## src/rtl/uart_tx_buffered.sv

```systemverilog
// Buffered 8N1 UART transmitter: bytes queue in a FIFO, the line starts 2 cycles after a write to an idle block.
// No backpressure: writes to a full FIFO (with no pop that edge) are dropped and latch the sticky overflow flag.
module uart_tx_buffered #(
   parameter int CLKS_PER_BIT = 868,
   parameter int FIFO_DEPTH   = 16
) (
   input  logic                          sysclk,
   input  logic                          cpu_reset,
   input  logic                          uartWe,
   input  logic [7:0]                    uartData,
   output logic                          fifoFull,
   output logic [$clog2(FIFO_DEPTH):0]   fifoCount,
   output logic                          txBusy,
   output logic                          overflow,
   output logic                          uart_tx
);

   localparam int PW = $clog2(FIFO_DEPTH);
   localparam int BW = (CLKS_PER_BIT > 1) ? $clog2(CLKS_PER_BIT) : 1;
   localparam logic [PW:0]   DEPTH     = (PW + 1)'(FIFO_DEPTH);
   localparam logic [BW-1:0] BAUD_LAST = BW'(CLKS_PER_BIT - 1);

   typedef enum logic [1:0] {IDLE, START, DATA, STOP} state_t;

   state_t        state;
   logic [1:0]    rst_pipe;
   logic          rst;
   logic [7:0]    mem [FIFO_DEPTH];
   logic [PW-1:0] wr_ptr;
   logic [PW-1:0] rd_ptr;
   logic [7:0]    shift;
   logic [2:0]    bit_idx;
   logic [BW-1:0] baud;
   logic          baud_end;
   logic          pop;
   logic          push;
   logic [PW:0]   count_next;

   // Reset asserts immediately but releases synchronously to sysclk.
   always_ff @(posedge sysclk or posedge cpu_reset) begin
      if (cpu_reset) rst_pipe <= 2'b11;
      else           rst_pipe <= {rst_pipe[0], 1'b0};
   end
   assign rst = rst_pipe[1];

   assign baud_end = (baud == BAUD_LAST);
   assign pop      = (fifoCount != '0) && ((state == IDLE) || ((state == STOP) && baud_end));
   assign push     = uartWe && ((fifoCount != DEPTH) || pop);

   always_comb begin
      count_next = fifoCount;
      if (push && !pop)      count_next = fifoCount + 1'b1;
      else if (pop && !push) count_next = fifoCount - 1'b1;
   end

   always_ff @(posedge sysclk) begin
      if (push) mem[wr_ptr] <= uartData;
   end

   always_ff @(posedge sysclk or posedge rst) begin
      if (rst) begin
         state     <= IDLE;
         uart_tx   <= 1'b1;
         wr_ptr    <= '0;
         rd_ptr    <= '0;
         fifoCount <= '0;
         fifoFull  <= 1'b0;
         overflow  <= 1'b0;
         txBusy    <= 1'b0;
         shift     <= '0;
         bit_idx   <= '0;
         baud      <= '0;
      end else begin
         if (push) wr_ptr <= wr_ptr + 1'b1;
         if (pop)  rd_ptr <= rd_ptr + 1'b1;
         fifoCount <= count_next;
         fifoFull  <= (count_next == DEPTH);
         if (uartWe && !push) overflow <= 1'b1;
         baud   <= baud_end ? '0 : baud + 1'b1;
         // Line and busy flag lag the state by one cycle, so frames stay exactly 10 bits long.
         txBusy <= (state != IDLE) || (fifoCount != '0);
         case (state)
            IDLE: uart_tx <= 1'b1;
            START: begin
               uart_tx <= 1'b0;
               if (baud_end) begin
                  state   <= DATA;
                  bit_idx <= '0;
               end
            end
            DATA: begin
               uart_tx <= shift[0];
               if (baud_end) begin
                  shift <= shift >> 1;
                  if (bit_idx == 3'd7) state   <= STOP;
                  else                 bit_idx <= bit_idx + 1'b1;
               end
            end
            STOP: begin
               uart_tx <= 1'b1;
               if (baud_end) state <= IDLE;
            end
            default: state <= IDLE;
         endcase
         // A pop from IDLE or the final stop cycle launches the next frame with no idle gap.
         if (pop) begin
            shift <= mem[rd_ptr];
            baud  <= '0;
            state <= START;
         end
      end
   end

endmodule

```

## config.mk

```make
export PLATFORM = sky130hd
export DESIGN_NAME = uart_tx_buffered
export DESIGN_NICKNAME = d
export VERILOG_FILES = /design/src/rtl/uart_tx_buffered.sv
export SDC_FILE = /design/constraint.sdc
export NUM_CORES = 1
export LEC_CHECK = 0
export ABC_CLOCK_PERIOD_IN_PS = 1300
export BUFFER_PORTS_ARGS = -buffer_cell sky130_fd_sc_hd__buf_4
export CORE_ASPECT_RATIO = 1.75
export CORE_MARGIN = 5
export CORE_UTILIZATION = 29
export CTS_CLUSTER_DIAMETER = 200
export DETAILED_ROUTE_END_ITERATION = 6
export HOLD_SLACK_MARGIN = 0.05
export PLACE_DENSITY = 0.52
export SLEW_MARGIN = 15
export SYNTH_ARGS = -nofsm -noshare
export SYNTH_HDL_FRONTEND = slang
export SYNTH_SLANG_ARGS = --single-unit
export TNS_END_PERCENT = 10
```

## constraint.sdc

```tcl
create_clock -name sysclk -period 1.3 [get_ports sysclk]
set_clock_uncertainty 0.15 [all_clocks]
set_input_delay 0.065 -clock sysclk [delete_from_list [all_inputs] [get_ports sysclk]]
set_output_delay 0.065 -clock sysclk [all_outputs]
set_load 0.05 [all_outputs]
```

==> metrics.md, run 1 <==
| Metric | Value |
|---|---|
| Area taken by multi-input logic gates | `around 0.0024 mm²` |
| Sequential power share | `0.438` |
| Remaining antenna violation count after routing | `0` |
| Global-route congestion overflow total | `0` |
| Sequential area share after synthesis | `0.690` |
| Critical-path cell list | `ha_2 -> and4bb_2 -> a31oi_4 -> a31oi_4 -> buf_12 -> buf_12 -> nand2_8 -> nor3_4 -> buf_6` |
| Cell row count | `75` |
| Fmax | `approximately 450 MHz` |
| Dominant cells by area after synthesis | `edfxtp_1 (54%), dfrtp_1 (14%), mux4_2 (13%)` |
| Total design power | `15400 µW` |
| Count of different cell masters after synthesis | `43` |
| Mapped Cells | `416` |
| Number of iterations in the first detailed-routing pass | `4` |
| Diode insertion count for antenna repair | `0` |
| CP max stage delay | `370 ps` |
| Primary FF master, synth | `edfxtp_1` |
| Net count reported at finish | `565` |
| Max Cap Violations | `0` |
| Share of synthesized registers carrying an async set or reset | `0.247` |
| Top cell types by occurrence after synthesis | `edfxtp_1 (128), mux4_2 (40), dfrtp_1 (39)` |
| Critical Path Sink Type | `register` |
| Master of the slowest instance on the critical path | `dfrtp_1` |
| GRT Resource Usage Total | `0.128` |
| Time the worst path needs with I/O delays and setup | `2240 ps` |
| Hold Worst Slack | `66.0 ps` |
| Period utilisation layout | `1.72` |
| Reg2Reg Capture Point | `mem[0][7]$_DFFE_PP_` |
| Unrepaired setup endpoints after global routing | `true` |
| Worst flop-to-flop path startpoint | `state[1]$_DFFE_PP0P_` |
| Routed length per instance | `slightly below 20 µm` |
| Largest fanout on the critical path | `4` |
| Width of the die | `128 µm` |
| TritonCTS clock tree | `built` |
| R2R depth | `9` |
| Vias per std cell | `roughly 4.7` |
| EDFF count, synth | `128` |
| Height of the die | `217 µm` |
| Number of warnings issued by yosys | `0` |
| Clk_lat worst skew | `430 ps` |
| Instance area after placement | `0.00841 mm²` |
| Number of global-route vias before repair | `4414` |
| Run status | `finished, violations left` |
| Sequential cell area | `0.00491 mm²` |
| Fin Setup TNS | `-137960 ps` |
| Internal power contribution | `between 10000 and 15000 µW` |
| Drt first-iter violations | `249` |
| Buffer type at the clock tree root | `clkbuf_16` |
| Number of synthesized register bits | `170` |
| Power spent charging and discharging nets | `4450 µW` |
| Number of endpoints with negative hold slack in the final report | `0` |
| Wire length of the first global-routing pass | `26.0 mm` |
| Max-slew violation total from the final report | `0` |
| Inserted Clock Buffers | `17` |
| Maximum root-to-sink buffer count | `2` |
| Detailed placer's ending HPWL | `11.9 mm` |
| Via count | `4020` |
| Met2 demand-to-capacity share in global routing | `0.261` |
| Portion of synthesized cell area occupied by the leading cell type | `0.541` |
| Core Area | `0.0240 mm²` |
| Violations in the final reports | `setup timing` |
| Synth Net Count | `between 400 and 500` |
| Number of clock sinks seen by CTS | `170` |
| Die Area | `0.0278 mm²` |
| Post-synthesis instance area | `between 0.007 and 0.008 mm²` |
| Area growth syn-to-layout | `34.5%` |
| Top-count cell post-synth | `edfxtp_1` |
| Met3 usage in global routing | `0.0216` |
| Summed area of non-filler cells in the final layout | `0.00955 mm²` |
| Reg clk slew, reported paths | `60 ps` |
| Number of I/O pins | `20` |
| Global-route met1 utilization | `0.120` |
| Bufs and invs on worst path | `3` |
| Layer carrying the most global-route usage | `met2` |
| Most area-hungry cell type in the Yosys netlist | `edfxtp_1` |
| Clk pwr share | `0.319` |
| Least setup slack across all paths after layout | `-936 ps` |
| Critical setup path kind | `register to register` |
| Worst ir drop on vdd | `~0.90 mV` |
| Placer's final routability congestion estimate | `approximately 0.8` |
| Deepest level of the CTS H-tree | `4` |
| Worst min path class | `input port to async pin` |
| FILL cells | `2221` |
| Initial core utilization | `0.296` |
| Routed Wire Length | `around 17 mm` |
| Drt drc | `0` |
| Final setup violation count | `173` |
| Initial antenna violation count | `0` |
| Power density over the cells | `1610 mW/mm²` |
| Switching part of the total | `0.289` |
| R2r setup slk | `-940 ps` |
| Required time of the critical path | `1300 ps` |
| Critical path arrival | `2230 ps` |
| Number of buffer cells added on primary ports | `19` |
| Share of total power in combinational logic | `0.243` |
| Pin count of the biggest net entering global routing | `37` |
| Kind of launch point of the worst setup path | `register` |
| Layout cell share with drive strength beyond 1 | `0.437` |
| Post-Synthesis Mean Instance Area | `between 15 and 20 µm²` |
| Total leakage power | `~0.0034 µW` |
| Top cell family by delay on the critical path | `simple AND/OR/NAND/NOR gates` |
[cell usage in the layout, fill, tap and decap left out, drive strengths merged, types with 5 or more instances in the layout]
cell type,Yosys,layout
nand4,8,8
xnor2,11,11
edfxtp,128,128
dfrtp,39,39
nor2,33,33
clkbuf,8,18
nand3,7,7
buf,11,110
a21oi,7,7
nor3,10,10
mux2i,9,9
nand2,23,23
dlygate4sd3,0,12
inv,13,14
o21ai,11,11
ha,16,16
mux4,40,40
clkinv,0,8
a22o,6,6
xor2,5,5
[registers in the layout, summed over array words and instances (netlist names), 2 cells and up]
register / cells
state: 2
rst_pipe: 2
mem: 128
wr_ptr: 4
shift: 8
baud: 10
bit_idx: 3
fifoCount: 5
rd_ptr: 4
[power by group through the flow]
stage / Combinational, µW / Clock (µW) / Sequential (µW)
2_1_floorplan: 1280 / 0 / 7130
3_3_place_gp: 3060 / 0 / 6810
6_report: 3750 / 4910 / 6750
3_5_place_dp: 3080 / 0 / 6820
4_1_cts: 3560 / 5050 / 6730
5_1_grt: 3950 / 5280 / 6780
[worst min-delay path, stage by stage]
cell           delay, ps
dlygate4sd3_1        540
buf_4                130
inv_1                 70
[worst max-delay path by stage]
stage / start / to / slack, ps / cells after the start
floorplan: fifoCount[0]$_DFF_PP0_ / mem[0][0]$_DFFE_PP_ / -1050 / 6
global placement: state[0]$_DFFE_PP0P_ / mem[15][3]$_DFFE_PP_ / -970 / 7
detailed placement: state[0]$_DFFE_PP0P_ / mem[15][2]$_DFFE_PP_ / -1020 / 7
CTS: state[0]$_DFFE_PP0P_ / mem[1][3]$_DFFE_PP_ / -950 / 9
global route: fifoCount[1]$_DFF_PP0_ / fifoFull$_DFF_PP0_ / -1090 / 9
finish: state[1]$_DFFE_PP0P_ / mem[0][7]$_DFFE_PP_ / -940 / 9
[metrics by stage]
stage	instances	util	worst slack, ps
global route	859	0.397	-1090
global placement	808	0.350	-973
CTS	857	0.392	-952
detailed placement	808	0.350	-1020
floorplan	416	-	-1050
finish	859	0.397	-936
[kinds of logic (layout without fill, tap and decap cells)]
kind of cell,after synthesis,after routing,synth area share
other cells,1,1,0.000528
compound gates,35,35,0.0370
simple gates,97,97,0.0663
flops,170,170,0.690
buf+inv,32,167,0.0187
xor+xnor,16,16,0.0197
mux,49,49,0.140
fa+ha+maj,16,16,0.0282
[repair_timing]
| item | CTS | global route |
|---|---|---|
| hold endpoints to repair | 138 | 0 |
| pin swaps | 18 | 14 |
| endpoints found under the setup margin | 174 | 174 |
| hold buffers | 12 | 0 |
| resized for setup | 59 | 30 |
| setup buffers | 6 | 3 |
[metal layers]
layer	up-vias	wire, µm
met1	2097	5750
li1	1854	-
met4	0	352
met5	-	0
met3	20	329
met2	49	10600
[layout make-up]
| class | count | area share |
|---|---|---|
| timing repair buffer | 122 | 0.129 |
| sequential | 170 | 0.514 |
| tap | 308 | 0.0404 |
| inverter | 13 | 0.00511 |
| multi-input combinational | 214 | 0.251 |
| clock buffer | 18 | 0.0449 |
| clock inverter | 14 | 0.0155 |
Note: power is estimated with default switching activity, not from simulation.
==> run 2: changes to the inputs <==
==> constraint.sdc (replaced) <==
create_clock -name sysclk -period 1.3 [get_ports sysclk]
set_clock_uncertainty 0.15 [all_clocks]
set_input_delay 0.065 -clock sysclk [delete_from_list [all_inputs] [get_ports sysclk]]
set_output_delay 0.065 -clock sysclk [all_outputs]
set_load 0.01 [all_outputs]
==> run 2 against run 1 <==
  * The flow still finishes with violations (setup timing)
  * Register-to-register slack improved by 20 ps
  * Core utilization down 0.21 points
  * Maximum frequency increased by 0.98%
  * Global-route usage up 0.088 points
  * Total power is 2.1% lower
  * Sequential share of layout area up 0.22 points
  * Sequential cell count unchanged
  * Critical path depth increased by 1
  * Routed wire length decreased by 1.8%
  * First-iteration DRC count grew 18%
  * Final area shrank 0.52%
  * Critical path type unchanged
  * Critical endpoint is now fifoFull$_DFF_PP0_
==> metrics.md, run 2 (synthesis results as in run 1) <==
| Metric | Value |
|---|---|
| Placer's final routability congestion estimate | `0.783` |
| Instance area after placement | `around 0.0085 mm²` |
| Number of global-route vias before repair | `4531` |
| Flip-flop count of the largest register after layout | `128` |
| R2R depth | `10` |
| Remaining antenna violation count after routing | `0` |
| Run status | `finished, violations left` |
| GRT Resource Usage Total | `0.129` |
| Switching part of the total | `0.269` |
| Layout cell share with drive strength beyond 1 | `0.427` |
| Deepest level of the CTS H-tree | `4` |
| Drt drc | `0` |
| FILL cells | `2251` |
| Max-slew violation total from the final report | `0` |
| Summed area of non-filler cells in the final layout | `0.00950 mm²` |
| Buffer type at the clock tree root | `clkbuf_16` |
| Fin Setup TNS | `-138280 ps` |
| Initial core utilization | `0.296` |
| Clk_lat worst skew | `420 ps` |
| Master of the slowest instance on the critical path | `dfrtp_1` |
| Diode insertion count for antenna repair | `0` |
| Time the worst path needs with I/O delays and setup | `2210 ps` |
| Reg clk slew, reported paths | `~60 ps` |
| Routed length per instance | `19.4 µm` |
| Fmax | `between 400 and 500 MHz` |
| Met3 usage in global routing | `0.0263` |
| Unrepaired setup endpoints after global routing | `true` |
| Met2 demand-to-capacity share in global routing | `0.252` |
| Finished Layout Cells | `approximately 860` |
| Global-route met1 utilization | `0.126` |
| Least setup slack across all paths after layout | `-914 ps` |
| Wire length of the first global-routing pass | `26.3 mm` |
| Cell count after placement | `811` |
| Die Area | `0.0278 mm²` |
| Height of the die | `217 µm` |
| Most common cell on crit path | `buf_4` |
| Period utilisation layout | `1.70` |
| Vias per std cell | `4.63` |
| TritonCTS clock tree | `built` |
| Capturing element of the worst setup path | `fifoFull$_DFF_PP0_` |
| Critical-path cell list | `inv_2 -> ha_4 -> or3b_4 -> nor2_4 -> buf_4 -> nor4b_4 -> buf_4 -> a31oi_4 -> xnor2_2 -> nor4_2` |
| Worst ir drop on vdd | `0.876 mV` |
| Total design power | `15100 µW` |
| Commonest non-fill, non-tap cell in the layout | `edfxtp_1` |
| Commonest cells after routing, fill and taps aside | `edfxtp_1 (128), buf_4 (77), mux4_2 (40)` |
| Routed Wire Length | `between 15 and 20 mm` |
| Width of the die | `128 µm` |
| Number of clock sinks seen by CTS | `170` |
| Global-route congestion overflow total | `0` |
| Net count reported at finish | `567` |
| Critical path arrival | `2400 ps` |
| Violations in the final reports | `setup timing` |
| Required time of the critical path | `between 1000 and 1500 ps` |
| CP max stage delay | `400 ps` |
| Number of buffer cells added on primary ports | `19` |
| Via count | `3989` |
| Power density over the cells | `1590 mW/mm²` |
| Kind of launch point of the worst setup path | `register` |
| Final setup violation count | `170` |
| Maximum root-to-sink buffer count | `2` |
| Critical setup path kind | `register to register` |
| Critical Path Sink Type | `register` |
| Drt first-iter violations | `293` |
| Initial antenna violation count | `0` |
| Layer carrying the most global-route usage | `met2` |
| Reg2Reg Capture Point | `fifoFull$_DFF_PP0_` |
| Launch point of the worst path | `fifoCount[1]$_DFF_PP0_` |
| Number of iterations in the first detailed-routing pass | `4` |
| R2r setup slk | `-910 ps` |
| Total leakage power | `0.00344 µW` |
| Regs by FF count | `mem: 128 flops, baud: 10 flops, shift: 8 flops` |
| Power spent charging and discharging nets | `about 4100 µW` |
| Detailed placer's ending HPWL | `11.9 mm` |
| Core Area | `between 0.02 and 0.025 mm²` |
| Pin count of the biggest net entering global routing | `41` |
| Share of total power in combinational logic | `0.225` |
| Number of I/O pins | `20` |
| Clk pwr share | `0.331` |
| Area growth syn-to-layout | `33.8%` |
| Cell row count | `75` |
| Worst flop-to-flop path startpoint | `fifoCount[1]$_DFF_PP0_` |
| Sequential power share | `0.444` |
| Worst min path class | `input port to async pin` |
| Top register by number of flip-flops | `mem` |
| Max Cap Violations | `0` |
| Internal power contribution | `11000 µW` |
| Number of endpoints with negative hold slack in the final report | `0` |
| Largest fanout on the critical path | `4` |
| Inserted Clock Buffers | `17` |
-- run 2: routing by layer --
layer  part of all wire  up-vias  routed length (µm)
met2               0.61       67               10200
li1                   -     1847                   -
met5                  0        -                   0
met4              0.030        0                 497
met3              0.031       30                 518
met1               0.33     2045                5530
-- run 2: worst min-delay path by stage --
stage / start / to / slack, ps / cells after the start
3_5_place_dp: cpu_reset / rst_pipe[1]$_DFF_PP1_ / -40 / 2
6_report: cpu_reset / rst_pipe[0]$_DFF_PP1_ / 70 / 3
2_1_floorplan: cpu_reset / rst_pipe[0]$_DFF_PP1_ / -170 / 1
5_1_grt: cpu_reset / rst_pipe[0]$_DFF_PP1_ / 100 / 3
4_1_cts: cpu_reset / rst_pipe[0]$_DFF_PP1_ / 70 / 3
3_3_place_gp: cpu_reset / rst_pipe[1]$_DFF_PP1_ / -40 / 2
-- run 2: repair_timing --
action,in CTS,in global routing
pin swaps,19,9
setup buffers,6,3
hold buffers,10,0
hold endpoints to repair,132,0
gates resized for setup,47,21
setup endpoints to repair,173,174
-- run 2: worst max-delay path, delay by kind of cell, from the launching register on --
kind,cells,cell delay [ps]
AND/OR/NAND/NOR,4,820
flip-flops,1,400
buffers and inverters,3,370
AO/OA/AOI/OAI,1,150
adder cells (fa/ha/maj),1,130
XOR/XNOR,1,110
-- run 2: layout make-up --
cell class / count / area, µm² / share of cell area
timing repair buffer: 124 / 1210 / 0.128
multi-input combinational: 214 / 2360 / 0.249
inverter: 13 / 48.8 / 0.00514
clock inverter: 8 / 86.3 / 0.00909
clock buffer: 24 / 502 / 0.0528
tap: 308 / 385 / 0.0406
sequential: 170 / 4900 / 0.516
-- run 2: stage by stage --
stage,setup slack [ps],hold WS [ps],util
after CTS,-943,65.6,0.390
after detailed placement,-1020,-42.1,0.352
after global placement,-998,-44.6,0.352
after global routing,-1010,103,0.395
after floorplan,-1040,-174,-
final,-914,74.5,0.395
-- run 2: power groups by stage --
stage	combinational [µW]	clock, µW	sequential, µW
finish	3390	5000	6710
global route	3650	5340	6760
CTS	3260	5110	6710
detailed placement	2800	0	6800
global placement	2730	0	6790
floorplan	1280	0	6790
